[src/rtl/snes_pad_reader.sv]
// SNES/NES controller poller: drives a shared latch/clock to NUM_PADS pads and
// captures each serial word into buttons, flagging per-pad changes.
module snes_pad_reader #(
   parameter int NUM_PADS   = 2,
   parameter int NUM_BITS   = 16,
   parameter int LATCH_CYC  = 600,
   parameter int HALF_CYC   = 300,
   parameter int POLL_GAP   = 833333,
   parameter int ACTIVE_LOW = 1
) (
   input  logic                         clk,
   input  logic                         reset,
   input  logic                         start,
   input  logic                         auto_poll,
   input  logic [NUM_PADS-1:0]          data,
   output logic                         latch,
   output logic                         clock,
   output logic                         idle,
   output logic                         finish,
   output logic [NUM_PADS*NUM_BITS-1:0] buttons,
   output logic [NUM_PADS-1:0]          changed
);

   localparam int MAX_DWELL = (LATCH_CYC > HALF_CYC) ? LATCH_CYC : HALF_CYC;
   localparam int CW        = $clog2(MAX_DWELL);
   localparam int BW        = $clog2(NUM_BITS);
   localparam int GW        = (POLL_GAP > 1) ? $clog2(POLL_GAP) : 1;

   localparam logic [CW-1:0] LATCH_END = CW'(LATCH_CYC - 1);
   localparam logic [CW-1:0] HALF_END  = CW'(HALF_CYC - 1);
   localparam logic [BW-1:0] LAST_BIT  = BW'(NUM_BITS - 1);
   localparam logic [GW-1:0] GAP_END   = GW'(POLL_GAP - 1);

   typedef enum logic [2:0] {
      S_IDLE, S_LATCH, S_SETUP, S_LOW, S_HIGH, S_TAIL, S_DONE
   } state_t;

   state_t                       state;
   logic [CW-1:0]                dwell;
   logic [BW-1:0]                bit_idx;
   logic [GW-1:0]                gap;
   logic [NUM_PADS-1:0]          sync_a;
   logic [NUM_PADS-1:0]          sync_b;
   logic [NUM_PADS-1:0]          sample;
   logic [NUM_PADS*NUM_BITS-1:0] shift;
   logic [NUM_PADS*NUM_BITS-1:0] shifted;
   logic [NUM_PADS-1:0]          diff;
   logic                         gap_hit;

   // New bits enter at the MSB so the first bit read ends up at bit 0.
   always_comb begin
      sample  = (ACTIVE_LOW != 0) ? ~sync_b : sync_b;
      shifted = '0;
      diff    = '0;
      for (int unsigned p = 0; p < NUM_PADS; p++) begin
         shifted[p*NUM_BITS +: NUM_BITS] = {sample[p], shift[p*NUM_BITS+1 +: NUM_BITS-1]};
         diff[p] = (shift[p*NUM_BITS +: NUM_BITS] != buttons[p*NUM_BITS +: NUM_BITS]);
      end
      gap_hit = auto_poll && (gap == GAP_END);
   end

   always_ff @(posedge clk or posedge reset) begin
      if (reset) begin
         state   <= S_IDLE;
         dwell   <= '0;
         bit_idx <= '0;
         gap     <= '0;
         sync_a  <= '0;
         sync_b  <= '0;
         shift   <= '0;
         buttons <= '0;
         changed <= '0;
         latch   <= 1'b0;
         clock   <= 1'b1;
         idle    <= 1'b1;
         finish  <= 1'b0;
      end else begin
         sync_a  <= data;
         sync_b  <= sync_a;
         finish  <= 1'b0;
         changed <= '0;
         case (state)
            S_IDLE: begin
               if (start || gap_hit) begin
                  state <= S_LATCH;
                  latch <= 1'b1;
                  idle  <= 1'b0;
                  gap   <= '0;
               end else if (auto_poll) begin
                  gap <= gap + 1'b1;
               end else begin
                  gap <= '0;
               end
            end
            S_LATCH: begin
               if (dwell == LATCH_END) begin
                  dwell <= '0;
                  latch <= 1'b0;
                  state <= S_SETUP;
               end else begin
                  dwell <= dwell + 1'b1;
               end
            end
            S_SETUP, S_HIGH: begin
               if (dwell == HALF_END) begin
                  dwell <= '0;
                  shift <= shifted;
                  clock <= 1'b0;
                  state <= S_LOW;
               end else begin
                  dwell <= dwell + 1'b1;
               end
            end
            S_LOW: begin
               if (dwell == HALF_END) begin
                  dwell <= '0;
                  clock <= 1'b1;
                  if (bit_idx == LAST_BIT) begin
                     bit_idx <= '0;
                     state   <= S_TAIL;
                  end else begin
                     bit_idx <= bit_idx + 1'b1;
                     state   <= S_HIGH;
                  end
               end else begin
                  dwell <= dwell + 1'b1;
               end
            end
            S_TAIL: begin
               if (dwell == LATCH_END) begin
                  dwell   <= '0;
                  buttons <= shift;
                  changed <= diff;
                  finish  <= 1'b1;
                  state   <= S_DONE;
               end else begin
                  dwell <= dwell + 1'b1;
               end
            end
            S_DONE: begin
               idle  <= 1'b1;
               state <= S_IDLE;
            end
            default: begin
               state <= S_IDLE;
               latch <= 1'b0;
               clock <= 1'b1;
               idle  <= 1'b1;
            end
         endcase
      end
   end

endmodule

[config.mk]
export PLATFORM = sky130hd
export DESIGN_NAME = snes_pad_reader
export DESIGN_NICKNAME = d
export VERILOG_FILES = /design/src/rtl/snes_pad_reader.sv
export SDC_FILE = /design/constraint.sdc
export NUM_CORES = 1
export LEC_CHECK = 0
export CAP_MARGIN = 30
export CORE_AREA = 2 2 113 115
export DETAILED_ROUTE_END_ITERATION = 10
export DIE_AREA = 0 0 115 117
export PLACE_DENSITY_LB_ADDON = 0.2
export REMOVE_ABC_BUFFERS = 1
export SLEW_MARGIN = 40
export SYNTH_ARGS = -nofsm -noshare
export SYNTH_HDL_FRONTEND = slang
export SYNTH_SLANG_ARGS = --single-unit
[constraint.sdc]
create_clock -name clk -period 5.5 [get_ports clk]
set_input_delay 1.375 -clock clk [delete_from_list [all_inputs] [get_ports clk]]
set_output_delay 1.375 -clock clk [all_outputs]
set_load 0.01 [all_outputs]
Word-level counts from Yosys, hierarchy flattened
Cells that the tools add are included.

Flip-flop bits (word level): 111. Input port bits: 6. Output and inout port bits: 38.

$add $sub $neg: 3. Equal/unequal tests: 17. Mux-type cells: 25. Bitwise gates (word level): 4. Reduce and logical (&&, ||, !) cells: 17.

Operators with widths (number): 20-bit two-way mux (2); 16-bit != test (2); 20-bit by 1-bit adder with 20-bit output, second input constant (1); 20-bit equality test, second input constant (1); 10-bit two-way mux (2); 10-bit case mux with 2 select lines (1); 3-bit two-way mux (5); 3-bit case mux with 5 select lines (1); 10-bit by 1-bit adder with 10-bit output, second input constant (1); 10-bit equality test, second input constant (1); 10-bit by 9-bit equality test with 1-bit output, second input constant (1); 2-bit != test, second input constant (5); 5-bit OR reduction (2); 3-bit equality test, second input constant (3); 1-bit two-way mux (8); 2-bit AND reduction (4); 3-bit by 2-bit equality test with 1-bit output, second input constant (2); 1-bit case mux with 3 select lines (2); 3-bit AND reduction (2); 5-bit AND reduction (1); 4-bit by 1-bit adder with 4-bit output, second input constant (1); 4-bit equality test, second input constant (1); 2-bit two-way mux (2); 4-bit two-way mux (1); 11 further kinds (14).

Logic depth before layout (Yosys ltp)
Depth after elaboration: 5. Gate-level depth with buffers: 8.

Worst setup path before layout
OpenSTA, ideal clock, no wires.

Path kind: input to register. Start point: input auto_poll. End point: register gap[11]. Library setup time: 129 ps. Arrival time: 2482 ps. Required time: 5371 ps. Path slack: 2888 ps. Stages on the path: 6. Path through: nand4b_1 nor4_1 a21oi_2 clkbuf_1 a22oi_1 o31ai_1.

Word-level cells in the longest chain between the ends: 3. Elaborated cells on any way between the ends: 4. Classes of those cells: mux (2); reduce/logical (2).

Ends and longest elaborated chain: start, declared (line 14) `input logic auto_poll,`; 1-bit logical AND (line 59) `gap_hit = auto_poll && (gap == GAP_END);`; 1-bit logical OR (line 84) `if (start || gap_hit) begin`; 20-bit two-way mux (*) (line 84); end signal, assigned (line 90) `gap <= gap + 1'b1;`; end, declared (line 41) `logic [GW-1:0] gap;`.

Mark *: on every way between the ends. The rest lies on a longest branch, timed or not. A chain may end at the register's enable or synchronous reset.

Worst setup path after layout
Start point: input auto_poll. End point: register gap[19].

Same word-level chain as after synthesis.

==> qor.txt <==
Sum of negative setup slack - 0 ns
Standard cell area after detailed placement - 5917 um^2
Mean instance size in the synthesized netlist - 11.80 um^2
Number of antenna violations at the first check in global routing - 0
# Max-Cap Violations - 0
Area Growth Syn to Fin - 17.23%
Antenna-violating nets left - 0
Fraction of registers with async set or reset after synthesis - 100.0%
Overall die height - 117 um
Core occupancy in the finished layout - 50.69%
Per-cell via count in the routed design - 5.450
Number of flops mapped to enable cells by yosys - 0
Clock sink total - 111
Area of the mapped netlist - 5324 um^2
Ordered list of cells on the worst path - clkdlybuf4s50_1, nand4b_1, nor4_1, a21oi_2, buf_4, a41oi_1, a31oi_1
Minimum clock period - 2.835 ns
Longest individual stage delay on the worst path - 0.48 ns
Synth cell types - 59
TritonCTS clock tree - built
Count of yosys warnings during synthesis - 0
Width of the chip - 115 um
Max-slew violation total from the final report - 0
Worst min-delay path class - flop to flop
Global-route wire length before repair - 16930 um
Max clock buf depth - 2
CP Class - input pin to flop
Final Skew - 0.009612 ns
Leak pwr - 0.002749 uW
Slowest CP cell - clkdlybuf4s50_1
Reg area - 2780 um^2
Startpoint types - input pin
Multi-input gate area - 2411 um^2
Routed WL - 9885 um
Post-CTS Hold Buffers - 0
Maximum number of pins on one net before global-route repair - 87
Master cell of the clock root buffer - clkbuf_16
Filler cell count in the final layout - 1117
Total core area - 12310 um^2
Endpoints failing setup - 0
Worst-case hold slack - 0.3547 ns
Inserted Diodes - 0
Num CTS Buffers - 9
Number of iterations in the first detailed-routing pass - 4
Outcome - finished, final reports clean
Via count of the first global-routing pass - 3430
Clock transition time at the flip-flop clock pins of the worst setup and hold paths - 0.08 ns
Top-level I/O count - 44
Required time of the critical path - 5.72 ns
Cell family with the largest share of critical-path delay - buffers and inverters
WP data arrival - 3.06 ns
Worst-Margin Slew - 0.6534 ns
Sequential area share after synthesis - 52.22%
Unrepaired setup endpoints after global routing - false
Maximum level of the CTS H-tree - 3
Detailed Place HPWL - 6596 um
Most used DFF post-synth - dfrtp_1
Wire per inst - 15.28 um
Number of buffers inserted to repair setup after CTS - 0
Power per cell area - 246.7 nW/um^2
Total number of placement rows - 41
Number of nets in the layout - 502
Layout cell share with drive strength beyond 1 - 19.52%
Combined global-route utilization of all metal layers - 15.74%
Detailed router's first-iteration violation count - 152
Peak supply drop - 0.1533 mV
Relative slew slack - 56.28%
Kind of end point of the critical path - flop
RD Place Congestion - 0.8223
Count of final hold-check violations - 0
Worst-Skew Late Latency - 0.35 ns
Via count - 3526
Full die area - 13460 um^2
Fmax achieved - 0.3527 GHz
Initial core utilization - 43.24%
Maximum net fanout on the critical path - 37
Gr ovfl total - 0
Buffers plus inverters on the worst setup path - 2
Synthesized instance count - 451
Number of input and output port buffers inserted - 43
Post-synthesis sequential element count - 111
Final critical-path share of the clock period - 51.55%
Post-CTS resize count - 0
DRC - 0
Design Area, Final - 6241 um^2
[cells by family after synthesis]
kind of cell    share of synthesized area, %
compound gates                         8.484
xor+xnor                               6.745
fa+ha+maj                             0.9401
buf+inv                                2.585
flops                                  52.22
mux                                    15.56
simple gates                           13.47
[state kept, by name, indices dropped and copies added (netlist names)]
signal,count
clock,1
buttons,32
state,3
latch,1
sync_b,2
dwell,10
sync_a,2
bit_idx,4
changed,2
gap,20
shift,32
idle,1
finish,1
[worst reg2reg max path, delay by kind of cell (launching register included)]
family	cells	cell delay (ns)
flip-flops	1	0.44
buffers and inverters	1	0.23
AND/OR/NAND/NOR	4	1.34
adder cells (fa/ha/maj)	1	0.25
multiplexers	1	0.35
[stage by stage]
step	power [uW]	cells	setup WS (ns)
after floorplan	846.7	432	1.198
after global placement	856.8	630	2.366
after detailed placement	857.3	631	2.310
after CTS	1561	647	2.663
after global routing	1595	647	2.533
final	1540	647	2.665
[Yosys cell counts (all sizes together), types with 2 or more instances]
cell type,count,area (um^2)
ha,4,50.05
dfstp,2,52.55
inv,10,37.54
a22oi,2,15.01
xnor2,39,341.6
clkbuf,10,37.54
buf,9,62.55
nor4,5,61.31
nor2,26,100.1
a31oi,14,87.58
nor3,7,35.03
nand4,15,93.84
o22ai,2,12.51
a41oi,4,35.03
nand2b,6,37.54
or4b,2,23.77
a21o,2,15.01
xor2,2,17.52
and4,3,26.28
o21ai,11,66.32
mux2,64,818.3
dfrtp,109,2728
nand3,18,90.09
nand2,35,131.4
a221oi,2,17.52
and3,5,32.53
a21oi,18,93.84
nand4b,2,17.52
a22o,2,17.52
[report_power, final]
group          switching, uW  internal (uW)
registers              0.611            818
clock network            297            403
logic                   16.8           4.75
[layer usage]
metal  routed length [um]  track usage (%)  part of all wire, %
met5                    0                0                    0
met1                 4803            21.97                   49
met4                  166            6.586                  1.7
met3                  205            2.008                  2.1
met2                 4709            25.02                   48
[final cells by class]
| class | instances | share of cell area (%) |
|---|---|---|
| Tap cell | 150 | 3.007 |
| Sequential cell | 111 | 44.55 |
| Timing Repair Buffer | 49 | 7.939 |
| Clock inverter | 6 | 1.484 |
| Inverter | 10 | 0.7217 |
| Clock buffer | 10 | 3.669 |
| Multi-Input combinational cell | 311 | 38.63 |
[path summary, 6_finish.rpt]
check                          start           to  slack (ns)  cells after the start
max                        auto_poll      gap[19]        2.66                      7
min                        sync_a[1]    sync_b[1]        0.35                      0
max reg2reg                 dwell[0]  buttons[21]        2.78                      7
min reg2reg                sync_a[1]    sync_b[1]        0.35                      0
max in group asynchronous      reset        clock        3.13                      3
min in group asynchronous      reset  buttons[22]        1.49                      2
[placed cells by master, fill, tap and decap left out, types with 3 or more instances in the layout]
master           instances
mux2_2                  38
nand3_1                 18
clkbuf_16                9
clkdlybuf4s50_1         43
nor2_1                  25
a21oi_1                 17
dfrtp_1                109
o21ai_0                 10
a41oi_1                  4
xnor2_1                 39
nor3_1                   7
nand2_1                 35
nand2b_1                 6
mux2_4                  26
nand4_1                 15
and3_1                   4
inv_1                    9
and4_1                   3
a31oi_1                 14
nor4_1                   3
buf_4                    5
ha_1                     4
(Power assumes the default switching activity.)
==> RTL edit 1, RTL diff (same settings) <==
Re-encode `state_t` (7 states) as one-hot, 7 bits wide.
--- a/src/rtl/snes_pad_reader.sv
+++ b/src/rtl/snes_pad_reader.sv
@@ -31,8 +31,8 @@
    localparam logic [BW-1:0] LAST_BIT  = BW'(NUM_BITS - 1);
    localparam logic [GW-1:0] GAP_END   = GW'(POLL_GAP - 1);
 
-   typedef enum logic [2:0] {
-      S_IDLE, S_LATCH, S_SETUP, S_LOW, S_HIGH, S_TAIL, S_DONE
+   typedef enum logic [6:0] {
+      S_IDLE = 7'b0000001, S_LATCH = 7'b0000010, S_SETUP = 7'b0000100, S_LOW = 7'b0001000, S_HIGH = 7'b0010000, S_TAIL = 7'b0100000, S_DONE = 7'b1000000
    } state_t;
 
    state_t                       state;
Behaviour: no difference found for any inputs over 10 cycles, from zero or initial values and one cycle with reset high; not proved beyond that.
==> RTL edit 1 against the original RTL <==
  * Sequential cell count increased by 4
  * Routed wire length up 14%
  * Die area unchanged
  * Cell area increased by 7.6%
  * Cell count rose by 4.6%
  * Count of clock-buffer cells in the layout rose by 10
  * Area after synthesis increased by 5.1%
  * Clock skew decreased by 0.00071 ns
  * Setup slack lost 0.28 ns
  * Critical path depth down 1
  * Highest routed layer unchanged
Power is not compared: it rests on default switching activity, and its combinational part moved more than twofold at a synthesized area within 25%.
==> RTL edit 1: results (changes against the original RTL) <==
Outcome
  • Run status: finished clean (unchanged)

Setup path
  • Worst R2R Start: state[2]$_DFFE_PP0P_ (was dwell[0]$_DFFE_PP0P_)
  • R2R cell count: 4 (was 7)
  • CP arrival: 3.41 ns (was 3.06 ns)
  • CP Capture Point: latch$_DFFE_PP0P_ (was gap[19]$_DFFE_PP0P_)

Place
  • DP Worst Slack: 1.98 ns (was 2.31 ns)
  • Cells after DPL: 645 (was 631)
  • Hpwl dp: 7250 um (was 6600 um)
  • GPL Wtd Cong: 0.806 (was 0.822)
  • Placed Area: 6110 sq um (was 5920 sq um)

STA
  • Final min period: 3.11 ns (was 2.84 ns)
  • Clock Skew: 0.00891 ns (was 0.00961 ns)

Finish
  • Bufs w/o clock: 45 (was 49)
  • Layout cells sized above 1: 0.207 (was 0.195)
  • Post-Layout Inst Area: 6720 sq um (was 6240 sq um)
  • Multi-input logic cell count: 328 (was 311)
  • FILL cells: 1060 (was 1117)
  • Seq_cells: 115 (was 111)
  • Area of the multi-input gates: 2580 sq um (was 2410 sq um)

Yosys
  • Commonest cells in the netlist: dfrtp_1 (112), xnor2_1 (40), mux2_2 (35) (was dfrtp_1 (109), xnor2_1 (39), mux2_2 (38))
  • Synth Area in Compound Gates: 0.0983 (was 0.0848)
  • Post-Synth Adder-Cell Area: 0.00894 (was 0.00940)
  • Synth Instances: 471 (was 451)

Drt
  • Detailed Route Iter0 Violations: 243 (was 152)
  • M1 WL: 5290 um (was 4800 um)
  • DR vias: 3848 (was 3526)
  • Routed Wire Length: 11300 um (was 9890 um)

GRT
  • Met1 Use GR: 0.234 (was 0.220)
  • Largest net degree at the start of global routing: 90 (was 87)

CTS
  • H-tree levels: 4 (was 3)
  • Clk slew on worst S/H paths: 0.05 ns (was 0.08 ns)
[RTL edit 1: cell count changes in the layout (fill, tap and decap cells not counted), moves of 4 or more]
cell and delta:
clkbuf_16 +8, clkinv_4 +5, nand2_1 -7, nand3_1 -5, nor2_1 -6, o21ai_0 +12, o31ai_1 +4
[RTL edit 1: how the worst min path moves through the flow]
stage                                    from                   to  slack (ns)  cells after the start
after floorplan           sync_a[0]$_DFF_PP0_  sync_b[0]$_DFF_PP0_        0.33                      0
after global placement    sync_a[1]$_DFF_PP0_  sync_b[1]$_DFF_PP0_        0.34                      0
after detailed placement  sync_a[1]$_DFF_PP0_  sync_b[1]$_DFF_PP0_        0.34                      0
after CTS                 sync_a[1]$_DFF_PP0_  sync_b[1]$_DFF_PP0_        0.35                      0
after global routing      sync_a[1]$_DFF_PP0_  sync_b[1]$_DFF_PP0_        0.36                      0
final                     sync_a[1]$_DFF_PP0_  sync_b[1]$_DFF_PP0_        0.35                      0
==> RTL edit 2, RTL diff (config.mk and constraints unchanged) <==
Made on the original files. The parameter `NUM_BITS` goes from 16 to 32.
--- a/src/rtl/snes_pad_reader.sv
+++ b/src/rtl/snes_pad_reader.sv
@@ -2,7 +2,7 @@
 // captures each serial word into buttons, flagging per-pad changes.
 module snes_pad_reader #(
    parameter int NUM_PADS   = 2,
-   parameter int NUM_BITS   = 16,
+   parameter int NUM_BITS   = 32,
    parameter int LATCH_CYC  = 600,
    parameter int HALF_CYC   = 300,
    parameter int POLL_GAP   = 833333,
Ports: changed (resized buttons); port bits go from 44 to 76. The function was not compared with the original's and may differ.
==> RTL edit 2 against the original RTL <==
  * Worst hold slack worse by 0.0052 ns
  * Setup slack worse by 0.047 ns
  * Sequential power is 59% higher
  * Total power is 63% higher
  * Cell area is 52% higher
  * Count of clock-buffer cells in the layout is 15 higher
  * Area after synthesis is 51% higher
  * Routed wire length is 56% higher
  * Sequential cell count is 65 higher
==> RTL edit 2: results (changes against the original RTL) <==
Place
  • Hpwl dp: 10100 um (was 6600 um)
  • Cells after DPL: 818 (was 631)
  • DP Worst Slack: 2.26 ns (was 2.31 ns)
  • PortBufs: 75 (was 43)
  • GPL Wtd Cong: 0.873 (was 0.822)

Setup path
  • Family with the most delay on the worst path: flip-flops (was buffers and inverters)
  • Largest stage delay, worst path: 0.55 ns (was 0.48 ns)
  • R2R Setup Slk: 3.04 ns (was 2.78 ns)
  • Crit Reg-Reg Endpoint: buttons[30]$_DFFE_PP0P_ (was buttons[21]$_DFFE_PP0P_)
  • Crit path max fanout: 4 (was 37)
  • R2R cell count: 6 (was 7)

STA
  • Clock Skew: 0.00938 ns (was 0.00961 ns)
  • Slew margin rel.: 0.561 (was 0.563)

Finish
  • Layout cells sized above 1: 0.205 (was 0.195)
  • FILL cells: 795 (was 1117)

Drt
  • Routed Wire Length: 15400 um (was 9890 um)
  • Detailed Route Iter0 Violations: 422 (was 152)
  • DR vias: 5050 (was 3526)

Yosys
  • Area contributors post-synth: dfrtp_1 (54%), mux2_2 (9.1%), xnor2_1 (7.5%), mux2_4 (6.7%), mux2_1 (3.8%) (was dfrtp_1 (51%), mux2_2 (8.0%), mux2_4 (7.3%), xnor2_1 (6.4%), nand2_1 (2.5%))
  • Seq/Total Area, Yosys: 0.550 (was 0.522)
  • Commonest cells in the netlist: dfrtp_1 (174), xnor2_1 (69), mux2_2 (65) (was dfrtp_1 (109), xnor2_1 (39), mux2_2 (38))
  • Synth Area per Inst: 13.2 sq um (was 11.8 sq um)
  • Netlist cell types: 55 (was 59)

Power and ir drop
  • Worst vdd ir: 0.188 mV (was 0.153 mV)
  • LEAKAGE: 0.00443 uW (was 0.00275 uW)
  • P_int: 2030 uW (was 1230 uW)
  • Comb power: 31.2 uW (was 21.6 uW)
  • Clock power share: 0.471 (was 0.455)
  • Switching Share: 0.193 (was 0.204)

Outcome
  • Run status: finished clean (unchanged)

Worst hold path
  • Hold Path End: sync_b[0]$_DFF_PP0_ (was sync_b[1]$_DFF_PP0_)

CTS
  • Clk_lat worst skew: 0.42 ns (was 0.35 ns)
  • H-tree levels: 4 (was 3)

GRT
  • Total GRT Usage: 0.245 (was 0.157)
RTL edit 2: changes by cell type in the layout (fill, tap and decap cells not counted), sizes merged, moves of 8 or more:
cell,before,now
clkbuf,10,25
o21ai,11,24
dfrtp,109,174
nand2,35,27
clkdlybuf4s50,43,75
nand4,15,24
mux2,64,128
xnor2,39,69
RTL edit 2: how the worst max path moves through the flow:
| stage | start | slack, ns | cells past startpoint | to |
|---|---|---|---|---|
| after floorplan | reset | -0.65 | 1 | bit_idx[0]$_DFFE_PP0P_ |
| after global placement | auto_poll | 2.37 | 6 | gap[12]$_DFFE_PP0P_ |
| after detailed placement | auto_poll | 2.26 | 6 | gap[12]$_DFFE_PP0P_ |
| after CTS | clock$_DFFE_PP1P_ | 2.60 | 1 | clock |
| after global routing | clock$_DFFE_PP1P_ | 2.57 | 1 | clock |
| final | clock$_DFFE_PP1P_ | 2.62 | 1 | clock |
RTL edit 2: metal layers:
metal / up-vias / track usage / wire length (um)
li1: 2317 / - / -
met1: 2600 / 0.324 / 6910
met2: 121 / 0.407 / 7840
met3: 12 / 0.0525 / 533
met4: 0 / 0.0827 / 147
met5: - / 0 / 0
RTL edit 2: kinds of logic after synthesis:
group | count (synthesis) | synth area share
muxes | 129 | 0.198
xor gates and xnor gates | 78 | 0.0852
buffers and inverters | 30 | 0.0234
AOI/OAI and AO/OA | 61 | 0.0451
adders and majority gates | 5 | 0.00780
DFF | 176 | 0.550
and+or+nand+nor | 129 | 0.0911
RTL edit 2: final cells by class:
type / instances / share of cell area
flip-flops and latches: 176 / 0.464
multi-input cells: 402 / 0.364
well taps: 150 / 0.0197
clock inverters: 6 / 0.0113
clock buffers: 25 / 0.0490
inverters: 11 / 0.00566
repair buffers: 79 / 0.0865
